`src/rtl/inst_fetch.sv`:
```
// Instruction fetch initiator: owns the PC, drives inst_mem and hands captured words to decode.
// Optional halt-opcode detection is enabled by defining FETCH_HALT_EN.
module inst_fetch #(
`ifdef FETCH_HALT_EN
    parameter logic [31:0] HALT_OPCODE = 32'hFFFF_FFFF,
`endif
    parameter logic [31:0] RESET_PC    = 32'h0000_0000,
    parameter int unsigned MEM_BYTES   = 32
) (
    input  logic        clk,
    input  logic        reset,
    output logic [31:0] pc_out,
    input  logic [31:0] op_code,
    output logic [31:0] inst_out,
    output logic [31:0] inst_pc,
    output logic        inst_valid,
    input  logic        inst_ready,
    input  logic        redirect_valid,
    input  logic [31:0] redirect_pc,
    output logic        fetch_done,
    output logic        fault
);

    typedef enum logic [1:0] {StWait, StFetch, StDone, StFault} state_e;

    state_e      state_q, state_d;
    logic [31:0] pc_q, pc_d;
    logic [31:0] inst_q, inst_d;
    logic [31:0] inst_pc_q, inst_pc_d;
    logic        valid_q, valid_d;

    logic redirect_bad;
    logic slot_free;
    logic last_word;
    logic stop_fetch;

    assign redirect_bad = (redirect_pc[1:0] != 2'b00) || (redirect_pc >= MEM_BYTES);
    assign slot_free    = !valid_q || inst_ready;
    // The guard keeps pc_q + 4 from ever wrapping.
    assign last_word    = (pc_q + 32'd4) >= MEM_BYTES;

`ifdef FETCH_HALT_EN
    assign stop_fetch = last_word || (op_code == HALT_OPCODE);
`else
    assign stop_fetch = last_word;
`endif

    always_comb begin
        state_d   = state_q;
        pc_d      = pc_q;
        inst_d    = inst_q;
        inst_pc_d = inst_pc_q;
        valid_d   = valid_q;

        if (state_q != StFault && redirect_valid) begin
            // A redirect from any live state flushes the slot, even an unconsumed one.
            valid_d = 1'b0;
            if (redirect_bad) begin
                state_d = StFault;
            end else begin
                state_d = StFetch;
                pc_d    = redirect_pc;
            end
        end else begin
            case (state_q)
                StWait: begin
                    state_d = StFetch;
                end
                StFetch: begin
                    if (slot_free) begin
                        inst_d    = op_code;
                        inst_pc_d = pc_q;
                        valid_d   = 1'b1;
                        if (stop_fetch) begin
                            state_d = StDone;
                        end else begin
                            pc_d = pc_q + 32'd4;
                        end
                    end
                end
                StDone: begin
                    if (valid_q && inst_ready) begin
                        valid_d = 1'b0;
                    end
                end
                StFault: begin
                    valid_d = 1'b0;
                end
                default: begin
                    state_d = StWait;
                    valid_d = 1'b0;
                end
            endcase
        end
    end

    always_ff @(posedge clk) begin
        if (reset) begin
            state_q   <= StWait;
            pc_q      <= RESET_PC;
            inst_q    <= 32'h0;
            inst_pc_q <= 32'h0;
            valid_q   <= 1'b0;
        end else begin
            state_q   <= state_d;
            pc_q      <= pc_d;
            inst_q    <= inst_d;
            inst_pc_q <= inst_pc_d;
            valid_q   <= valid_d;
        end
    end

    assign pc_out     = pc_q;
    assign inst_out   = inst_q;
    assign inst_pc    = inst_pc_q;
    assign inst_valid = valid_q;
    assign fetch_done = (state_q == StDone);
    assign fault      = (state_q == StFault);

endmodule

```
`config.mk`:
```
export PLATFORM = sky130hd
export DESIGN_NAME = inst_fetch
export DESIGN_NICKNAME = d
export VERILOG_FILES = /design/src/rtl/inst_fetch.sv
export SDC_FILE = /design/constraint.sdc
export NUM_CORES = 1
export LEC_CHECK = 0
export CAP_MARGIN = 20
export CORE_MARGIN = 4
export CORE_UTILIZATION = 42
export DETAILED_ROUTE_END_ITERATION = 12
export PLACE_DENSITY_LB_ADDON = 0.08
export SLEW_MARGIN = 10
export SYNTH_ARGS = -nofsm -noshare
export SYNTH_HDL_FRONTEND = slang
export SYNTH_SLANG_ARGS = --single-unit
```
`constraint.sdc`:
```
create_clock -name clk -period 3.98 [get_ports clk]
set_clock_uncertainty 0.15 [all_clocks]
set_input_delay 0.796 -clock clk [delete_from_list [all_inputs] [get_ports clk]]
set_output_delay 0.796 -clock clk [all_outputs]
set_load 0.05 [all_outputs]
```
Yosys cells after proc, flatten, opt, wreduce, memory -nomap -nowiden:

Index checks and enable logic that the tools add are counted.

* flip-flop bits (word level): 99

* $lt $le $gt $ge: 2
* multiplexer cells: 13
* bitwise operators: 1
* $add $sub $neg: 1
* equality and inequality tests: 10
* reductions and logical operators: 16

Operators by type and width (count)
* $mux 32: 5
* $ge 32x6->1 const B: 2
* $add 32x3->32 const B: 1
* $reduce_and 3->1: 3
* $mux 2: 4
* $ne 2x2->1 const B: 3
* $ne 3x3->1 const B: 2
* $reduce_bool 2->1: 3
* $reduce_bool 3->1: 2
* $eq 2x2->1 const B: 2
* $ne 2x1->1 const B: 2
* $pmux 2 s2: 1
* $reduce_and 4->1: 1
* $pmux 1 s3: 1
* $eq 2x1->1 const B: 1
* $logic_and 1x1->1: 2
* $logic_not 2->1: 1
* $logic_or 1x1->1: 2
* $mux 1: 2
* $reduce_or 2->1: 1
* $logic_not 1->1: 1
* $not 1->1: 1

Longest topological paths before layout:

* depth after elaboration: 6
* depth in mapped cells: 9

Worst setup path before layout:

No wires, ideal clock.

* kind: register -> register
* start: register pc_q[2] (netlist: pc_out[2])
* end: register pc_q[13] (netlist: pc_out[13])
* required time: 3.714 ns
* data arrival time: 3.110 ns
* period minus slack after synthesis: 3.377 ns
* setup slack: 0.603 ns
* stages on the path, launching flop included: 10
* cells stage by stage: dfxtp_1 -> ha_1 -> nand3_1 -> nor3_2 -> and3_2 -> nand3_1 -> a2111oi_1 -> nand3_1 -> clkbuf_1 -> and3_2

* word-level cells in the longest chain between the ends: 5
* elaborated cells between the ends (all ways): 8

Ends and longest elaborated chain
* start, declared: RTL line 27 `logic [31:0] pc_q, pc_d;`
* start signal, assigned: RTL line 106 `pc_q <= pc_d;`
* $add 32x3->32 *: RTL line 40, 77
* branches (longest 4 deep; another with $ge 32x6->1)

Every way passes the cells marked *. The select of a mux whose other input is x is not followed.
A chain may end at the register's enable or synchronous reset.

Worst setup path in the final report:

* start: register pc_q[2] (netlist: pc_out[2])
* end: register pc_q[2] (netlist: pc_out[2])

The elaborated chain is that of the path after synthesis.

==> flow_summary_export.csv <==
group,metric,value,unit
finish,final_util,65.7,%
power,total_power,1920,µW
clock_tree,postCtsHoldBufs,0,
power,p_per_area,329,mW/mm²
worst_setup_path,reg2reg_to,"pc_out[2]",
clock_tree,htreeDepth,3,
power,p_leak,0.00214,µW
synthesis,synth-edff-count,0,
finish,multi_input_area,0.00179,mm²
clock_tree,cts-root-buf,"clkbuf_8",
sta,hold_viol,0,
die,dieHeight,105,µm
worst_setup_path,crit_arrival,3.49,ns
synthesis,synth_top_area_share,50.7,%
clock_tree,cts_made_buffers,9,
die,fp.coreArea,0.00889,mm²
synthesis,synth_largest_area_cell,"dfxtp_1",
finish,diodes,0,
clock_tree,post_cts_buffers,0,
worst_setup_path,crit_chain,"ha_1 > nand3_1 > nor3_2 > and3_2 > nand3_1 > a2111oi_1 > a31oi_2 > or3_1 > a31oi_1",
finish,final_common_cell,"clkdlybuf4s50_1",
run_status,outcome,"finished clean",
clock_tree,insertion_delay,0.35,ns
synthesis,ys.flop_type,"dfxtp_1",
place,placed_area,0.00563,mm²
worst_setup_path,crit_required,4.11,ns
worst_setup_path,slowest_stage,"a2111oi_1",
route,wl,11100,µm
route,num_vias,3825,
global_route,grt_use_total,20.1,%
synthesis,syn_area,0.00391,mm²
die,fp-row-count,34,
power,max-vdd-ir-drop,0.202,mV
sta,setup_viol,0,
die,die-area,0.0109,mm²
synthesis,synth_area_leaders,"dfxtp_1, nand2_1, a21oi_1, and3_1, clkbuf_1",
die,io_pins,167,
worst_setup_path,crit_type,"reg2reg",
worst_setup_path,rr_startpoint,"pc_out[2]",
worst_hold_path,whs_endpoint,"inst_out[31]",
finish,area_growth,49.3,%
synthesis,seq_area_frac_synth,50.7,%
worst_setup_path,cp-end-kind,"flop",
sta,slew_headroom,54.9,%
worst_hold_path,hold_class,"reg2reg",
place,io_buffers,166,
global_route,antenna_found_initial,0,
worst_setup_path,reg2reg_depth,9,
route,wl_per_cell,15.0,µm
global_route,grt_pass1_vias,3612,
synthesis,syn-num-nets,544,
job,maxCapViolCount,0,
synthesis,synth_cells,475,
sta,grt_setup_unrepaired,"no",
synthesis,yosysUniqueCellTypes,51,
worst_hold_path,hold_start,"inst_out[31]",
finish,drive_gt1_share,6.65,%
sta,maxSlewViolCount,0,
worst_setup_path,rrSetupSlack,0.62,ns
synthesis,ys_seq_elements,99,
clock_tree,cts_tree,"done",
finish,final_cell_area,0.00584,mm²
worst_setup_path,critPathLaunch,"pc_out[2]",
route,drt_iter0_drc,192,
worst_setup_path,crit_top_cell,"nand3_1",
sta,fmax,298,MHz
route,ant_nets,0,
global_route,grt_overflow,0,
die,die_w,105,µm
global_route,grt_pass1_wl,18200,µm
sta,timing.final.crit_share,84.4,%
finish,final_cell_mix,"clkdlybuf4s50_1, nand2_1, dfxtp_1",
finish,fillCellCount,785,
sta,tightest_slew,0.674,ns
place,dp_hpwl,8090,µm
clock_tree,cts.repair.resized,0,
sta,fin_crit,3.36,ns
finish,register_area,0.00198,mm²
finish,final_nets,696,
clock_tree,cts_max_path_buffers,2,
synthesis,synth_warnings,0,
route,vias_per_cell,5.17,
sta,tns,0,ns
global_route,grt_start_max_net_pins,48,
place,gp_congestion,0.992,
worst_setup_path,timing.critical_path.fanout_max,7,
worst_hold_path,worst_hold_path.num_cells,2,
die,start_util,44.0,%
route,drc,0,
synthesis,synth_async_sr_flop_share,0,%
synthesis,synth_area_per_cell,8.24,µm²
clock_tree,clk_transition_reported_paths,0.09,ns
route,drtPass1Iterations,7,
worst_setup_path,cp-start-kind,"flop",
worst_setup_path,worst_path_largest_cell_delay,0.68,ns
clock_tree,cts_num_sinks,99,
[power breakdown]
| part | leakage, µW | internal, µW | total, µW | switching (µW) |
|---|---|---|---|---|
| logic | 0.00122 | 107 | 242 | 135 |
| registers | 0.000801 | 1010 | 1020 | 11.5 |
| clock network | 0.000109 | 327 | 662 | 335 |
[through the flow]
step           worst slack (ns)  cells  hold slack (ns)
3_3_place_gp              0.632    724            0.290
5_1_grt                   0.246    740            0.322
6_report                  0.621    740            0.304
4_1_cts                   0.644    740            0.309
2_1_floorplan             0.603    475            0.362
3_5_place_dp              0.654    724            0.296
[routing by layer]
layer  GRT usage (%)  vias to the layer above  wire length, µm
met4            6.46                        0              173
met1            26.5                     1740             4960
li1                -                     1931                -
met3            5.21                       16              821
met5               0                        -                0
met2            32.3                      138             5130
[flip-flops by register name (all words and copies together), names as in the netlist]
name / cells
inst_pc: 32
state_q: 2
inst_out: 32
pc_out: 32
inst_valid: 1
[critical path: cells and delay by family, from the launching register on]
| kind | cells | cell delay, ns |
|---|---|---|
| compound gates | 3 | 1.08 |
| fa+ha+maj | 1 | 0.29 |
| flops | 1 | 0.46 |
| simple gates | 5 | 1.31 |
[cell usage after synthesis, drive strengths merged, types with 2 or more instances]
cell,count
buf,11
a211oi,2
a31oi,3
a41oi,3
nor3,7
xor2,4
o21ai,6
inv,2
nand3,7
a21oi,68
and3,33
dfxtp,99
nor4,12
nor4b,2
mux2i,3
nor2,15
nand4,7
clkbuf,20
xnor2,3
a2111oi,2
and2,3
nor2b,2
or3,4
nand2,141
[area by class of cell]
class	instances	share of cell area (%)
Inverter	2	0.128
Sequential cell	99	33.9
Multi-Input combinational cell	343	30.7
Clock buffer	11	2.59
Tap cell	108	2.31
Timing Repair Buffer	172	29.3
Clock inverter	5	1.05
[worst max-delay path by stage]
| stage | depth (start not counted) | to | slack, ns |
|---|---|---|---|
| after CTS | 9 | pc_out[2] | 0.64 |
| after detailed placement | 8 | pc_out[2] | 0.65 |
| after global placement | 8 | pc_out[2] | 0.63 |
| after global routing | 9 | pc_out[2] | 0.25 |
| after floorplan | 9 | pc_out[13] | 0.60 |
| final | 9 | pc_out[2] | 0.62 |
[cell families (layout without fill, tap and decap cells)]
kind of cell,Yosys count,in the layout,synth area share [%]
XOR/XNOR,7,7,1.57
AO/OA/AOI/OAI,92,92,13.5
adder cells (fa/ha/maj),1,1,0.320
buffers and inverters,33,190,3.68
flip-flops,99,99,50.7
multiplexers,4,4,1.06
AND/OR/NAND/NOR,239,239,29.2
Power figures use the tool's default switching activity.
==> RTL change (same settings) <==
Build with the macro `FETCH_HALT_EN` defined.
--- a/src/rtl/inst_fetch.sv
+++ b/src/rtl/inst_fetch.sv
@@ -1,5 +1,7 @@
 // Instruction fetch initiator: owns the PC, drives inst_mem and hands captured words to decode.
 // Optional halt-opcode detection is enabled by defining FETCH_HALT_EN.
+`define FETCH_HALT_EN
+
 module inst_fetch #(
 `ifdef FETCH_HALT_EN
     parameter logic [31:0] HALT_OPCODE = 32'hFFFF_FFFF,
Formal check against the unedited RTL: not equivalent (Yosys sat finds a counterexample within 4 cycles, from zero or initial values and one cycle with reset high).
==> RTL change against the original RTL <==
Sequential cell count unchanged; cell area up 2.7%; wire length up 7.8%; setup slack better by 0.073 ns; hold slack better by 0.0025 ns; synthesized area up 4.1%; highest routed layer unchanged; die area up 3.8%; total power up 0.41%.
==> RTL change: results (changes against the original RTL) <==
GR Util All Layers -> 0.2044 (+0.003182)
IR drop worst, VDD -> 0.0001545 V (-23%)
Max-Slew Margin vs Limit -> 0.5253 (-0.02401)
pin count of the biggest net entering global routing -> 69 (+44%)
global-route wire length before repair -> 18830 um (+3.4%)
crit path launch -> pc_out[6]
Area contributors post-synth -> dfxtp_1 (49%), nand2_1 (13%), a21oi_1 (8.6%)
max incr delay on CP -> 0.65 ns (-0.03 ns)
First DRT Iteration DRCs -> 193 (+0.52%)
grt met3 use -> 0.04797 (-0.004176)
placed insts -> 770 (+6.4%)
status -> finished clean
M1 GR Usage -> 0.2728 (+0.007590)
Filler cells -> 854 (+8.8%)
drt via density -> 5.078 (-1.8%)
share of cells above drive strength 1 -> 0.04871 (-0.01775)
Leak -> 2.141 nW (+0.27%)
Skew-Pair Late Insertion Delay -> 0.35 ns (about the same)
R2R depth -> 8 (-1)
# nets final -> 721 (+3.6%)
GPL Wtd Cong -> 0.8663 (-13%)
top cells by count, synth -> nand2_1 (138), dfxtp_1 (99), a21oi_1 (70)
crit path DAT -> 3.38 ns (-0.11 ns)
sequential area share after synthesis -> 0.4865 (-0.02007)
dpl hpwl -> 8765 um (+8.4%)
CP Capture Point -> pc_out[23]
Slowest cell on crit path -> or3_1
mean post-synth cell area -> 8.099 um^2 (-1.7%)
Distinct cells, synth -> 46 (-9.8%)
-- RTL change: cell count changes in the layout (fill, tap and decap cells not counted), moves of 3 or more --
cell and change:
a41oi_1 -3, and3_2 -3, inv_1 +4, nand3_1 +6
nand4_1 +11, o21ai_0 -3, o21ai_1 +3, or3_1 +4
-- RTL change: area by class of cell --
cell class | count | area [um^2] | area share
clock inverters | 3 | 46.29 | 0.007713
well taps | 129 | 161.4 | 0.02689
inverters | 6 | 22.52 | 0.003752
repair buffers | 172 | 1702 | 0.2835
multi-input cells | 364 | 1929 | 0.3215
clock buffers | 13 | 158.9 | 0.02647
flip-flops and latches | 99 | 1982 | 0.3302
-- RTL change: how the worst min path moves through the flow --
stage	from	to	slack, ns	depth (start not counted)
3_5_place_dp	inst_out[24]	inst_out[24]	0.30	2
4_1_cts	inst_out[24]	inst_out[24]	0.31	2
5_1_grt	inst_out[12]	inst_out[12]	0.33	2
2_1_floorplan	state_q[0]	inst_valid	0.37	2
3_3_place_gp	inst_pc[11]	inst_pc[11]	0.29	2
6_report	inst_out[19]	inst_out[19]	0.31	2
-- RTL change: worst min-delay path, cell delays in order (launching register included) --
cell and delay [ns]:
dfxtp_1 0.32, nand2_1 0.05, a21oi_1 0.05
-- RTL change: cells by family after synthesis --
family / share of synthesized area
AND/OR/NAND/NOR: 0.3031
flip-flops: 0.4865
AO/OA/AOI/OAI: 0.1336
buffers and inverters: 0.04146
XOR/XNOR: 0.01720
multiplexers: 0.01505
adder cells (fa/ha/maj): 0.003071
-- RTL change: per-stage QoR --
step | power, W | hold WS [ns] | util | setup slack [ns] | instance area, um^2
final | 0.001930 | 0.3068 | 0.6435 | 0.6942 | 6002
after global routing | 0.002001 | 0.3251 | 0.6435 | 0.3823 | 6002
after CTS | 0.001943 | 0.3094 | 0.6435 | 0.6668 | 6002
after detailed placement | 0.001295 | 0.2966 | 0.6215 | 0.4242 | 5797
after global placement | 0.001292 | 0.2918 | 0.6215 | 0.5386 | 5797
after floorplan | 0.001171 | 0.3733 | - | 0.7944 | 4074
-- RTL change: layer usage --
layer / vias to the layer above / wire length (um)
met5: - / 0
met4: 0 / 209
met3: 16 / 696
met2: 110 / 5651
met1: 1834 / 5393
li1: 2031 / -
-- RTL change: power by group --
| part | switching, W | total, W | internal [W] |
|---|---|---|---|
| sequential | 0.0000126 | 0.00102 | 0.00101 |
| combinational | 0.000143 | 0.000251 | 0.000108 |
| clock | 0.000331 | 0.000659 | 0.000327 |
| total | 0.000487 | 0.00193 | 0.00144 |
